===== config.mk =====
export PLATFORM = sky130hd
export DESIGN_NAME = uart1_rx
export DESIGN_NICKNAME = d
export VERILOG_FILES = /design/src/rtl/uart1_rx.sv
export SDC_FILE = /design/constraint.sdc
export NUM_CORES = 1
export LEC_CHECK = 0
export ABC_AREA = 1
export CORE_UTILIZATION = 50
export DETAILED_ROUTE_END_ITERATION = 7
export DONT_BUFFER_PORTS = 1
export PLACE_DENSITY_LB_ADDON = 0.08
export SLEW_MARGIN = 5
export SYNTH_ARGS = -nofsm -noshare
export SYNTH_HDL_FRONTEND = slang
export SYNTH_SLANG_ARGS = --single-unit

===== constraint.sdc =====
create_clock -name clk_48 -period 2.43 [get_ports clk_48]
set_clock_uncertainty 0.2 [all_clocks]
set_input_delay 0.3645 -clock clk_48 [delete_from_list [all_inputs] [get_ports clk_48]]
set_output_delay 0.3645 -clock clk_48 [all_outputs]
set_load 0.005 [all_outputs]

===== src/rtl/uart1_rx.sv =====
// uart1_rx: 8N1 asynchronous serial receiver, receive-side partner of uart1.
//
// Samples the asynchronous rx pin through a two-flop synchronizer, times each
// bit from the detected start edge, samples at mid-bit, and holds the received
// byte for a consumer using a valid/ack handshake.
//
// Parameters:
//   CLKS_PER_BIT  clk_48 cycles per serial bit (8..65535)
//   HALF_BIT      cycles from detected start edge to start-bit mid-sample
//
// Ports:
//   clk_48     in   system clock
//   rst        in   synchronous active-high reset
//   rx         in   asynchronous serial line, idle high
//   rx_ack     in   consumer strobe; clears rx_valid and overrun
//   rx_data    out  last accepted byte, stable while rx_valid is high
//   rx_valid   out  byte available, held until acked
//   rx_busy    out  receiver not idle (registered)
//   frame_err  out  one-cycle pulse when a stop bit samples low
//   overrun    out  sticky: a byte completed while rx_valid was already high

module uart1_rx #(
    parameter int unsigned CLKS_PER_BIT = 2500,
    parameter int unsigned HALF_BIT     = CLKS_PER_BIT / 2
) (
    input  logic       clk_48,
    input  logic       rst,
    input  logic       rx,
    input  logic       rx_ack,
    output logic [7:0] rx_data,
    output logic       rx_valid,
    output logic       rx_busy,
    output logic       frame_err,
    output logic       overrun
);

    localparam int unsigned TW = $clog2(CLKS_PER_BIT);
    localparam logic [TW-1:0] BitReload  = TW'(CLKS_PER_BIT - 1);
    localparam logic [TW-1:0] HalfReload = TW'(HALF_BIT - 1);

    typedef enum logic [2:0] {
        StIdle,
        StStart,
        StData,
        StStop,
        StBreak
    } state_e;

    state_e state_q, state_d;

    logic          rx_meta_q;
    logic          rx_s;
    logic [TW-1:0] timer_q;
    logic [2:0]    bit_cnt_q;
    logic [7:0]    shift_q;
    logic          deliver_q;
    logic          tick;

    logic load_half;
    logic load_bit;
    logic clr_cnt;
    logic shift_en;
    logic deliver;
    logic ferr;

    assign tick = (timer_q == '0);

    // Two-flop synchronizer; idle level is high so reset to 1.
    always_ff @(posedge clk_48) begin
        if (rst) begin
            rx_meta_q <= 1'b1;
            rx_s      <= 1'b1;
        end else begin
            rx_meta_q <= rx;
            rx_s      <= rx_meta_q;
        end
    end

    // State register.
    always_ff @(posedge clk_48) begin
        if (rst) begin
            state_q <= StIdle;
        end else begin
            state_q <= state_d;
        end
    end

    // Next-state logic.
    always_comb begin
        state_d = state_q;
        unique case (state_q)
            StIdle:  if (!rx_s) state_d = StStart;
            StStart: if (tick) state_d = rx_s ? StIdle : StData;
            StData:  if (tick && bit_cnt_q == 3'd7) state_d = StStop;
            StStop:  if (tick) state_d = rx_s ? StIdle : StBreak;
            // A held-low line stays here instead of decoding as repeated 0x00.
            StBreak: if (rx_s) state_d = StIdle;
            default: state_d = StIdle;
        endcase
    end

    // Per-state datapath controls.
    always_comb begin
        load_half = 1'b0;
        load_bit  = 1'b0;
        clr_cnt   = 1'b0;
        shift_en  = 1'b0;
        deliver   = 1'b0;
        ferr      = 1'b0;
        unique case (state_q)
            StIdle: load_half = !rx_s;
            StStart: begin
                if (tick && !rx_s) begin
                    load_bit = 1'b1;
                    clr_cnt  = 1'b1;
                end
            end
            StData: begin
                if (tick) begin
                    shift_en = 1'b1;
                    load_bit = 1'b1;
                end
            end
            StStop: begin
                if (tick) begin
                    deliver = rx_s;
                    ferr    = !rx_s;
                end
            end
            default: ;
        endcase
    end

    // Datapath and registered outputs.
    always_ff @(posedge clk_48) begin
        if (rst) begin
            timer_q   <= '0;
            bit_cnt_q <= 3'd0;
            shift_q   <= 8'h00;
            deliver_q <= 1'b0;
            frame_err <= 1'b0;
            rx_busy   <= 1'b0;
            rx_data   <= 8'h00;
            rx_valid  <= 1'b0;
            overrun   <= 1'b0;
        end else begin
            if (load_half) begin
                timer_q <= HalfReload;
            end else if (load_bit) begin
                timer_q <= BitReload;
            end else if (!tick) begin
                timer_q <= timer_q - TW'(1);
            end

            if (clr_cnt) begin
                bit_cnt_q <= 3'd0;
            end else if (shift_en) begin
                bit_cnt_q <= bit_cnt_q + 3'd1;
            end

            // LSB arrives first, so shift right and enter at the MSB.
            if (shift_en) begin
                shift_q <= {rx_s, shift_q[7:1]};
            end

            deliver_q <= deliver;
            frame_err <= ferr;
            rx_busy   <= (state_q != StIdle);

            // Handshake is resolved the cycle after the stop sample; an ack in
            // that cycle consumes the old byte so the new one may load.
            if (deliver_q) begin
                if (!rx_valid || rx_ack) begin
                    rx_data  <= shift_q;
                    rx_valid <= 1'b1;
                    if (rx_ack) begin
                        overrun <= 1'b0;
                    end
                end else begin
                    overrun <= 1'b1;
                end
            end else if (rx_ack) begin
                rx_valid <= 1'b0;
                overrun  <= 1'b0;
            end
        end
    end

endmodule

* Yosys cells after proc, flatten, opt, wreduce, memory -nomap -nowiden
Index checks and enable logic that the tools add are counted.
Operators by class: muxes and demuxes 23, add/subtract/negate cells 2, reductions and logical operators 16, bitwise gates (word level) 2, equal/unequal tests 13
Operators with widths (number):
- $mux W12 | 2
- $mux W3 | 6
- $pmux W3 S5 | 1
- $logic_not A12 Y1 | 1
- $sub A12 B1 Y12 const B | 1
- $mux W1 | 11
- $mux W11 | 1
- $ne A2 B2 Y1 const B | 5
- $eq A3 B2 Y1 const B | 2
- $eq A3 B3 Y1 const B | 2
- $reduce_or A3 Y1 | 2
- $reduce_and A5 Y1 | 1
- $ne A2 B1 Y1 const B | 2
- $reduce_and A2 Y1 | 2
- $reduce_or A2 Y1 | 2
- $add A3 B1 Y3 const B | 1
- $eq A3 B1 Y1 const B | 1
- $logic_not A3 Y1 | 1
- $ne A3 B1 Y1 const B | 1
- $reduce_bool A3 Y1 | 1
- $logic_and A1 B1 Y1 | 2
- $logic_not A1 Y1 | 2
- $mux W2 | 1
- $not A1 Y1 | 2
- other kinds (3) | 3
Storage, ports and cells: register bits 41, output and inout bits 12

* Logic depth before layout (Yosys ltp)
word-level depth 6, mapped depth 10, gate-level depth less buffers 10

* Least setup slack after synthesis
No wires, ideal clock.
kind register -> register, from register timer_q[0], to register timer_q[6], arrival 1228 ps, stages on the path, launching flop included 11, setup time 113 ps, period minus slack after synthesis 1541 ps, path buffers 1, setup slack 889 ps, cells stage by stage dfxtp_1 -> inv_1 -> ha_1 -> nand3_1 -> nor2_1 -> nand2_4 -> buf_6 -> nand2_2 -> nor2_1 -> o21ai_1 -> inv_1
On the way: longest elaborated chain between the ends 6, elaborated cells between the ends (all ways) 10
RTL lines:
- from (decl) | RTL line 53 | logic [TW-1:0] timer_q;
- from (signal assigned) | RTL line 148 | timer_q <= HalfReload;
- from (signal assigned) | RTL line 150 | timer_q <= BitReload;
- from (signal assigned) | RTL line 152 | timer_q <= timer_q - TW'(1);
- branches (longest 6 deep; another with $sub A12 B1 Y12)
Parallel ways; which one is timed is not known. The select of a mux whose other input is x is not followed. A chain may end at the register's enable or synchronous reset.

* Worst setup path after layout
from register timer_q[0], to register timer_q[9]
On the way: longest elaborated chain between the ends 5, elaborated cells between the ends (all ways) 7
RTL lines:
- $logic_not A12 Y1 | RTL line 66 | assign tick = (timer_q == '0);
- $logic_and A1 B1 Y1 | RTL line 113 | if (tick && !rx_s) begin
- $mux W1 | RTL line 113
- $pmux W1 S2 | RTL line 110 | unique case (state_q)
- $reduce_or A3 Y1 (no source line)
Several ways; a longest one is shown, not always the timed one.

==> reports/metrics.yaml <==
yosys:
  synth.most_common_cell: "nand2_1"
  syn_area_per_cell_um2: 7.54
  mappedNetlistArea_um2: 1880
  synth_top_family_by_area: "simple AND/OR/NAND/NOR gates"
  ys_types: 31
  synth_seq_cells: 41
  yosysWarnings: 0
  synth_fp_nets: 257
  synth_commonest_cells: "46 x nand2_1, 41 x dfxtp_1, 35 x nor2_1"
  synth-adder-area-share: 0.0266
  synth-edff-count: 0
  synth_top_cell_area_share: 0.437
  synth.area.top_cells: "dfxtp_1 44%, nand2_1 9.2%, nor2_1 7.0%"
  muxShareOfSynthArea: 0
  synth-simple-area-share: 0.307
  ys.flop_type: "dfxtp_1"
  yosysTopAreaCell: "dfxtp_1"
  synth_xor_area_frac: 0.0187
  seq_area_frac_synth: 0.437
  async_reset_ff_frac: 0
  synth_cells: 249
  synth_compound_area_frac: 0.119
clock_network:
  clkLatencyLatePin_ns: 0.30
  cts.sinks: 41
  cts.path.max_buffers: 2
  postCtsSetupRepairBufs: 0
  cts-root-buf: "clkbuf_8"
  clkTransAtPathRegs_ns: 0.08
  numCtsBuffers: 5
  cts_resized: 0
  cts_max_level: 2
  hold_buffers: 2
  cts_tree: "built"
run:
  maxCapViolations: 0
die:
  start_util: 0.541
  fp.dieW_um: 63.3
  rows: 21
  die-area_um2: 4000
  die_h_um: 63.3
  pin_count: 16
  fp.coreArea_um2: 3470
cells_and_area:
  drive_gt1_frac: 0.123
  num-nets-final: 260
  syn_to_final_growth_pct: 8.46
  antennaDiodeCount: 0
min_path:
  hold_path_depth: 2
  min-delay-start: "rx_ack"
  hold_class: "primary input to flip-flop"
  min_to: "overrun"
power_and_ir_drop:
  p_sw_frac: 0.395
  pwr-share-seq: 0.363
  p_comb_frac: 0.394
  power.leakage_nw: 0.886
  intPower_mw: 1.44
  p_per_area_nw_per_um2: 1170
  clock_power_share: 0.243
  p_sw_mw: 0.938
  worst_ir_drop_vdd_v: 0.000482
routing:
  routedWlPerCell_um: 11.8
  dr.pass1.iters: 4
  vias_per_cell: 5.02
  vias: 1501
  wirelength_um: 3520
  drcViolationCount: 0
  drtIter0Drc: 56
  drt.antenna.violating_nets: 0
setup_path:
  critPathCaptureType: "flip-flop"
  r2r_start: "timer_q[0]"
  reg2reg_slack_ns: 0.60
  path_class: "flip-flop to flip-flop"
  crit_chain: "inv_1 -> ha_1 -> nand2_1 -> nor2_4 -> nand3_2 -> nand2_1 -> inv_1 -> nand2_1 -> nor2_1"
  crit_path_frequent_cell: "nand2_1"
  critPathMaxFanout: 12
  start_kind: "flip-flop"
  r2r_cells: 9
  crit_arrival_ns: 1.82
  max_stage_delay_ns: 0.32
  r2r_end: "timer_q[9]"
  critPathRequiredTime_ns: 2.42
  cp_slowest_cell: "dfxtp_1"
global_routing:
  antenna_found_initial: 0
  grt_max_degree: 19
  grt_pass1_vias: 1487
  grt_pass1_wl_um: 6340
  grt_overflow: 0
  grt.total_usage: 0.204
outcome:
  status: "completed"
timing:
  relSlewSlack: 0.457
  setup_tns_ns: 0
  period_minus_slack_ns: 1.83
  setup_ws_ns: 0.603
  setup_viol: 0
  worstMarginPinSlew_ns: 0.811
  fmax_mhz: 547
  post-route-period-util: 0.752
  drv_slew: 0
  rsz0062_at_grt: "false"
  hold_violations: 0
placed_design:
  io_buffers: 0
  gp_congestion: 0.876
  place_ws_ns: 0.612
  dp_hpwl_um: 2510
## routing by layer
metal | track usage | share of wire | vias up
met3 | 0.0598 | 0.045 | 7
met4 | 0.0966 | 0.020 | 0
met2 | 0.329 | 0.44 | 29
met1 | 0.248 | 0.49 | 668
li1 | - | - | 797
met5 | 0 | 0 | -
## layout make-up
type	count	area [um2]
multi-input combinational	170	886
fill	351	1430
sequential	41	821
inverter	32	133
tap	46	57.6
clock buffer	6	82.6
clock inverter	2	37.5
timing repair buffer	2	20.0
## critical path: cells and delay by family, from the launching register on
kind | cells | cell delay [ns]
adders and majority gates | 1 | 0.17
buffers and inverters | 2 | 0.15
DFF | 1 | 0.32
and+or+nand+nor | 6 | 0.88
## power groups by stage
stage / Clock, mW / Combinational (mW) / Sequential (mW)
finish: 0.578 / 0.936 / 0.863
global route: 0.623 / 1.09 / 0.876
CTS: 0.592 / 0.943 / 0.862
detailed placement: 0 / 0.929 / 0.876
global placement: 0 / 0.933 / 0.876
floorplan: 0 / 0.805 / 0.860
## worst max-delay path by stage
stage                          start         end  cells after the start
after floorplan           timer_q[0]  timer_q[6]                     10
after global placement    timer_q[1]  timer_q[9]                      9
after detailed placement  timer_q[0]  timer_q[9]                      9
after CTS                 timer_q[1]  timer_q[9]                      9
after global routing      timer_q[0]  timer_q[9]                      9
final                     timer_q[0]  timer_q[9]                      9
## cell families after synthesis
kind of cell | count (synthesis)
simple gates | 122
flops | 41
compound gates | 40
buf+inv | 38
xor+xnor | 4
fa+ha+maj | 4
## stage by stage
step	util	hold WS [ns]	instances	total power, mW	cell area, um2
6_report	0.587	0.0130	299	2.38	2040
5_1_grt	0.587	0.0117	299	2.59	2040
4_1_cts	0.587	0.00570	299	2.40	2040
3_5_place_dp	0.547	0.208	289	1.81	1900
3_3_place_gp	0.547	0.196	289	1.81	1900
2_1_floorplan	-	0.189	249	1.67	1880
## state kept, by name, indices dropped and copies added (netlist names)
signal     count
rx_data        8
deliver_q      1
state_q        3
overrun        1
rx_busy        1
bit_cnt_q      3
frame_err      1
rx_s           1
shift_q        8
rx_meta_q      1
timer_q       12
rx_valid       1
## cells in the final DEF (no fill, tap or decap), drive strengths merged, types with 3 or more instances in the layout
cell type	Yosys	final
or2	3	3
dfxtp	41	41
nand4	5	5
nand2	50	50
xor2	3	3
a21oi	25	25
o21ai	14	14
clkbuf	1	6
nor2	41	41
nand3	18	18
inv	31	31
ha	4	4
Note: power is estimated with default switching activity, not from simulation.
